### config.mk
export PLATFORM = sky130hd
export DESIGN_NAME = id_ex_stage
export DESIGN_NICKNAME = d
export VERILOG_FILES = /design/src/rtl/id_ex_stage.sv
export SDC_FILE = /design/constraint.sdc
export NUM_CORES = 1
export LEC_CHECK = 0
export CORE_AREA = 3 3 130 132
export DETAILED_ROUTE_END_ITERATION = 10
export DIE_AREA = 0 0 133 135
export DONT_BUFFER_PORTS = 1
export PLACE_DENSITY = 0.41
export SETUP_SLACK_MARGIN = 0.02
export SLEW_MARGIN = 20
export SYNTH_ARGS = -nofsm -noshare
export SYNTH_HDL_FRONTEND = slang
export SYNTH_SLANG_ARGS = --single-unit
### constraint.sdc
create_clock -name clk -period 2.95 [get_ports clk]
set_clock_uncertainty 0.2 [all_clocks]
set_input_delay 0.59 -clock clk [delete_from_list [all_inputs] [get_ports clk]]
set_output_delay 0.59 -clock clk [all_outputs]
set_load 0.005 [all_outputs]
### src/rtl/id_ex_stage.sv
// id_ex_stage: ID/EX pipeline register for the RISC-V core.
//   Registers the decode-stage control bundle and operands for execute,
//   detects load-use hazards against the instruction in EX, inserts bubbles
//   on hazard or branch flush, and holds a sticky halt once HALT has spent
//   one cycle in EX.
// Ports:
//   clk, reset          - clock; synchronous active-low reset
//   id_*                - controller outputs and decoded operands/fields
//   flush               - taken branch/jump in EX, squash decode instruction
//   ex_*                - registered copies of id_* (bubble clears controls)
//   ex_valid            - EX holds a real instruction
//   stall               - hold PC and IF/ID this cycle (combinational)
//   halted              - core halted (sticky until reset)
// Optional (macro ID_EX_PERF_CNT_EN):
//   perf_stall_cnt, perf_flush_cnt - saturating 32-bit event counters
module id_ex_stage #(
  parameter int unsigned DATA_W = 32,
  parameter int unsigned PC_W   = 32
) (
  input  logic              clk,
  input  logic              reset,
  input  logic              id_ALUSrc,
  input  logic              id_MemtoReg,
  input  logic              id_RegWrite,
  input  logic              id_MemRead,
  input  logic              id_MemWrite,
  input  logic              id_Branch,
  input  logic              id_jalr_selec,
  input  logic [1:0]        id_ALUOp,
  input  logic [1:0]        id_RW_selec,
  input  logic              id_halt,
  input  logic [PC_W-1:0]   id_pc,
  input  logic [DATA_W-1:0] id_rs1_data,
  input  logic [DATA_W-1:0] id_rs2_data,
  input  logic [DATA_W-1:0] id_imm,
  input  logic [4:0]        id_rs1,
  input  logic [4:0]        id_rs2,
  input  logic [4:0]        id_rd,
  input  logic [2:0]        id_funct3,
  input  logic [6:0]        id_funct7,
  input  logic              flush,
  output logic              ex_ALUSrc,
  output logic              ex_MemtoReg,
  output logic              ex_RegWrite,
  output logic              ex_MemRead,
  output logic              ex_MemWrite,
  output logic              ex_Branch,
  output logic              ex_jalr_selec,
  output logic [1:0]        ex_ALUOp,
  output logic [1:0]        ex_RW_selec,
  output logic              ex_halt,
  output logic [PC_W-1:0]   ex_pc,
  output logic [DATA_W-1:0] ex_rs1_data,
  output logic [DATA_W-1:0] ex_rs2_data,
  output logic [DATA_W-1:0] ex_imm,
  output logic [4:0]        ex_rs1,
  output logic [4:0]        ex_rs2,
  output logic [4:0]        ex_rd,
  output logic [2:0]        ex_funct3,
  output logic [6:0]        ex_funct7,
  output logic              ex_valid,
  output logic              stall,
  output logic              halted
`ifdef ID_EX_PERF_CNT_EN
  ,
  output logic [31:0]       perf_stall_cnt,
  output logic [31:0]       perf_flush_cnt
`endif
);

  typedef enum logic {RUN, HALTED} state_t;

  state_t state, state_nxt;
  logic   hazard;
  logic   bubble;

  // Both source fields are compared regardless of instruction format; a false
  // stall on I/U/J formats is harmless and deterministic.
  assign hazard = ex_valid & ex_MemRead & (ex_rd != 5'd0) &
                  ((ex_rd == id_rs1) | (ex_rd == id_rs2));

  assign halted = (state == HALTED);

  always_comb begin
    state_nxt = state;
    stall     = 1'b0;
    bubble    = 1'b0;
    case (state)
      RUN: begin
        stall = hazard & ~flush;
        if (ex_valid & ex_halt) begin
          state_nxt = HALTED;
          bubble    = 1'b1;
        end else if (flush | hazard) begin
          bubble = 1'b1;
        end
      end
      HALTED: begin
        stall  = 1'b1;
        bubble = 1'b1;
      end
      default: begin
        state_nxt = RUN;
        bubble    = 1'b1;
      end
    endcase
  end

  always_ff @(posedge clk) begin
    if (!reset) begin
      state         <= RUN;
      ex_ALUSrc     <= 1'b0;
      ex_MemtoReg   <= 1'b0;
      ex_RegWrite   <= 1'b0;
      ex_MemRead    <= 1'b0;
      ex_MemWrite   <= 1'b0;
      ex_Branch     <= 1'b0;
      ex_jalr_selec <= 1'b0;
      ex_ALUOp      <= '0;
      ex_RW_selec   <= '0;
      ex_halt       <= 1'b0;
      ex_valid      <= 1'b0;
      ex_pc         <= '0;
      ex_rs1_data   <= '0;
      ex_rs2_data   <= '0;
      ex_imm        <= '0;
      ex_rs1        <= '0;
      ex_rs2        <= '0;
      ex_rd         <= '0;
      ex_funct3     <= '0;
      ex_funct7     <= '0;
    end else begin
      state         <= state_nxt;
      ex_ALUSrc     <= id_ALUSrc     & ~bubble;
      ex_MemtoReg   <= id_MemtoReg   & ~bubble;
      ex_RegWrite   <= id_RegWrite   & ~bubble;
      ex_MemRead    <= id_MemRead    & ~bubble;
      ex_MemWrite   <= id_MemWrite   & ~bubble;
      ex_Branch     <= id_Branch     & ~bubble;
      ex_jalr_selec <= id_jalr_selec & ~bubble;
      ex_ALUOp      <= bubble ? 2'b00 : id_ALUOp;
      ex_RW_selec   <= bubble ? 2'b00 : id_RW_selec;
      ex_halt       <= id_halt       & ~bubble;
      ex_valid      <= ~bubble;
      // Data fields load even on a bubble; only controls are squashed.
      ex_pc         <= id_pc;
      ex_rs1_data   <= id_rs1_data;
      ex_rs2_data   <= id_rs2_data;
      ex_imm        <= id_imm;
      ex_rs1        <= id_rs1;
      ex_rs2        <= id_rs2;
      ex_rd         <= id_rd;
      ex_funct3     <= id_funct3;
      ex_funct7     <= id_funct7;
    end
  end

`ifdef ID_EX_PERF_CNT_EN
  always_ff @(posedge clk) begin
    if (!reset) begin
      perf_stall_cnt <= '0;
      perf_flush_cnt <= '0;
    end else if (state == RUN) begin
      if (flush && perf_flush_cnt != '1)
        perf_flush_cnt <= perf_flush_cnt + 32'd1;
      if (hazard && !flush && perf_stall_cnt != '1)
        perf_stall_cnt <= perf_stall_cnt + 32'd1;
    end
  end
`endif

endmodule

; Word-level counts from Yosys, hierarchy flattened
; Cells that the tools add are included.
[word_totals]
ff_bits = 167
in_bits = 168
out_inout_bits = 168
[classes]
n_reduce_logical = 2
bitwise = 19
mux = 6
n_eq_ne = 2
[ops]
columns = op, n
row1 = 1-bit AND, 13
row2 = 5-bit == test, 2
row3 = 5-bit nonzero test, 1
row4 = 1-bit two-way mux, 4
row5 = 1-bit NOT, 4
row6 = 1-bit one-hot mux with 2 select lines, 2
row7 = 1-bit bitwise OR, 2
row8 = 2-bit OR reduction, 1

; Depth between registers and ports, before layout
[logic_depth]
ltp_word = 9
mapped_depth = 5
mapped_depth_nobuf = 4

; Worst setup path before layout
; Ideal clock, no wire load.
[synth_timing]
path_kind = reg2out
startpoint = register ex_rd[0]
endpoint = output stall
arrival_ns = 1.294
path_buffers = 0
path_stages_with_launch = 4
path_slack_ns = 0.866
required_ns = 2.160
cell_sequence = dfxtp_1 > or3_1 > o311a_4 > a31o_2
[synth_via]
elab_chain_len = 5
word_cells_on_any_way = 8
[synth_lines]
columns = item, line_no
row1 = from (decl), 58  ; output logic [4:0] ex_rd,
row2 = from (signal assigned), 152  ; ex_rd <= id_rd;
row3 = 5-bit == test / 5-bit nonzero test (equally long branches), "80, 79"
row4 = 1-bit bitwise OR / 1-bit AND (equally long branches), "80, 79"
row5 = 1-bit AND (*), 79  ; assign hazard = ex_valid & ex_MemRead & (ex_rd != 5'd0) &
row6 = 1-bit AND (*), 90  ; stall = hazard & ~flush;
row7 = 1-bit one-hot mux with 2 select lines (*), 88  ; case (state)
row8 = to (decl), 62  ; output logic stall,
; Mark *: on every way between the ends. The rest lies on a longest branch, timed or not.

; Worst setup path after layout
; Same ends and word-level chain as after synthesis.

==> flow_summary.ini <==
[status]
outcome = finished, final reports clean

[setup_path]
path_max_fanout = 14
r2r_end = ex_halt
r2r_slack_ns = 1.15
critPathArrivalTime_ns = 1.92
cp-end-kind = output port
path_class = reg -> out
crit_required_ns = 2.16
crit_start = ex_rd[0]
reg2reg_depth = 5
r2r-start = ex_rd[2]
worst_setup_path_start_kind = register

[timing]
worst_pin_slew_ns = 0.4452
setup_violations = 0
clock.fmax_ghz = 0.3684
setup_slack_ns = 0.2359
rsz0062_at_grt = no
tns_ns = 0
fin_crit_sh_pct = 92.00
slew_headroom_pct = 70.32
slew_violations = 0
period_needed_ns = 2.714
hold_viol_final = 0

[worst_hold_path]
hold_end = ex_Branch
hold_path_class = in -> reg
min_from = id_Branch
min_path_cells = 2

[finish]
post-route-util_pct = 34.74
fin_cells = 618
regArea_sq_um = 3343
layout_common_cells = dfxtp_1, and2_1, clkbuf_16
drive_gt1_share_pct = 8.978
multiInputGateArea_sq_um = 1256
nNetsFinal = 556
area_delta_synth_final_pct = 16.61
fillCellCount = 1590
layout_commonest_cell = dfxtp_1

[clock_tree]
cts.sinks = 167
cts_resized = 0
postCtsSetupRepairBufs = 0
clock_path_buffers = 2
cts_buffers = 17
clk_latency_ns = 0.41
root_buffer = clkbuf_16
ctsHtreeMaxLevel = 4
cts_tree = built
cts.clk_slew.worst_paths_ns = 0.06
cts-hold-fix-buffers = 0

[place]
place_ws_ns = 0.6460
dp_hpwl_microns = 8752
gp_congestion = 0.7875
dp_cells = 585
portBuffers = 0

[floorplan]
fp-row-count = 46
coreArea_sq_um = 15830
die_area_sq_um = 17960
die_w_microns = 133
io_pins = 336
initial_utilization_pct = 29.79
die_h_microns = 135

[yosys]
synthCells = 387
synth_warnings = 0
synth_nets = 555
yosysSeqAreaShare_pct = 70.91
ys_seq_elements = 167
synth_largest_area_cell = dfxtp_1
yosysTopAreaCellShare_pct = 70.91
synth_area_leaders = dfxtp_1, and2_1, xnor2_1
synth_cell_types = 17
synth_area_per_cell_sq_um = 12.18
syn_area_sq_um = 4715

[global_route]
grt_pass1_vias = 2683
grt_start_max_net_pins = 156
grt_pass1_wl_microns = 16210
antenna_found_initial = 2
track_usage_pct = 12.34
grt-ovfl-total = 0

[pwr]
peakVddDrop_mv = 0.3685
p_total_w = 0.004737
powerDensity_nw_per_um2 = 861.6
leakage_nw = 2.195

[drt]
routed_wl_microns = 11660
dr.pass1.iters = 4
vias = 2550
drtIter0Drc = 44
viasPerCell = 4.126
postRouteAntennaNets = 0
avgRoutedWirePerCell_microns = 18.86
drc = 0

[flow_run]
maxCapViolCount = 0
## sequential cells by signal, indices dropped and copies added (netlist names), 3 cells and up
| name | count |
|---|---|
| ex_rs1_data | 32 |
| ex_funct3 | 3 |
| ex_rs2_data | 32 |
| ex_funct7 | 7 |
| ex_pc | 32 |
| ex_rs2 | 5 |
| ex_rs1 | 5 |
| ex_imm | 32 |
| ex_rd | 5 |
## cells by family after synthesis
family          share of synthesized area, %
xor+xnor                               1.858
compound gates                         3.211
simple gates                           21.58
flops                                  70.91
buf+inv                                2.442
## routing by layer
layer  up-vias  part of all wire (%)  track usage, %  routed length [microns]
met4         2                   1.6           6.293                      184
met5         -                 0.077               0                        9
met1      1137                    35           11.97                     4069
met3        12                    13           7.042                     1510
met2       204                    50           21.02                     5881
li1       1195                     -               -                        -
## worst max-delay path: stages, from the launching register on
cell and delay [ns]:
dfxtp_1 0.39, or3_1 0.43, o311a_4 0.41, a31o_2 0.28
## metrics by stage
step / hold slack [ns] / instance area [sq um]
final: 0.09148 / 5498
after global placement: 0.4702 / 4911
after floorplan: 0.3689 / 4715
after global routing: 0.07442 / 5498
after CTS: 0.06588 / 5495
after detailed placement: 0.4747 / 4911
## worst max path at each step
stage               cells past startpoint    end
global route                            3  stall
global placement                        3  stall
floorplan                               3  stall
finish                                  3  stall
CTS                                     3  stall
detailed placement                      3  stall
## power breakdown
group | internal, W | switching [W]
Sequential | 0.00238 | 0.0000785
Combinational | 0.0000717 | 0.0000415
Clock | 0.00130 | 0.000868
Total | 0.00375 | 0.000988
## cell usage after synthesis
library cell	n
and2_1	153
nand2_1	3
a211oi_2	5
o311a_4	1
buf_2	2
xnor2_1	10
buf_6	1
a211oi_1	3
clkbuf_1	16
inv_1	9
nor2b_1	2
o22ai_1	1
nand3_1	6
a31o_2	1
or3_1	1
a21oi_1	6
dfxtp_1	167
## layout make-up
type	instances	area share [%]
sequential	167	60.81
clock inverter	9	2.117
inverter	9	0.6145
multi-input combinational	192	22.85
tap	216	4.916
clock buffer	23	8.512
timing repair buffer	1	0.1365
antenna	1	0.04552
(Power assumes the default switching activity.)
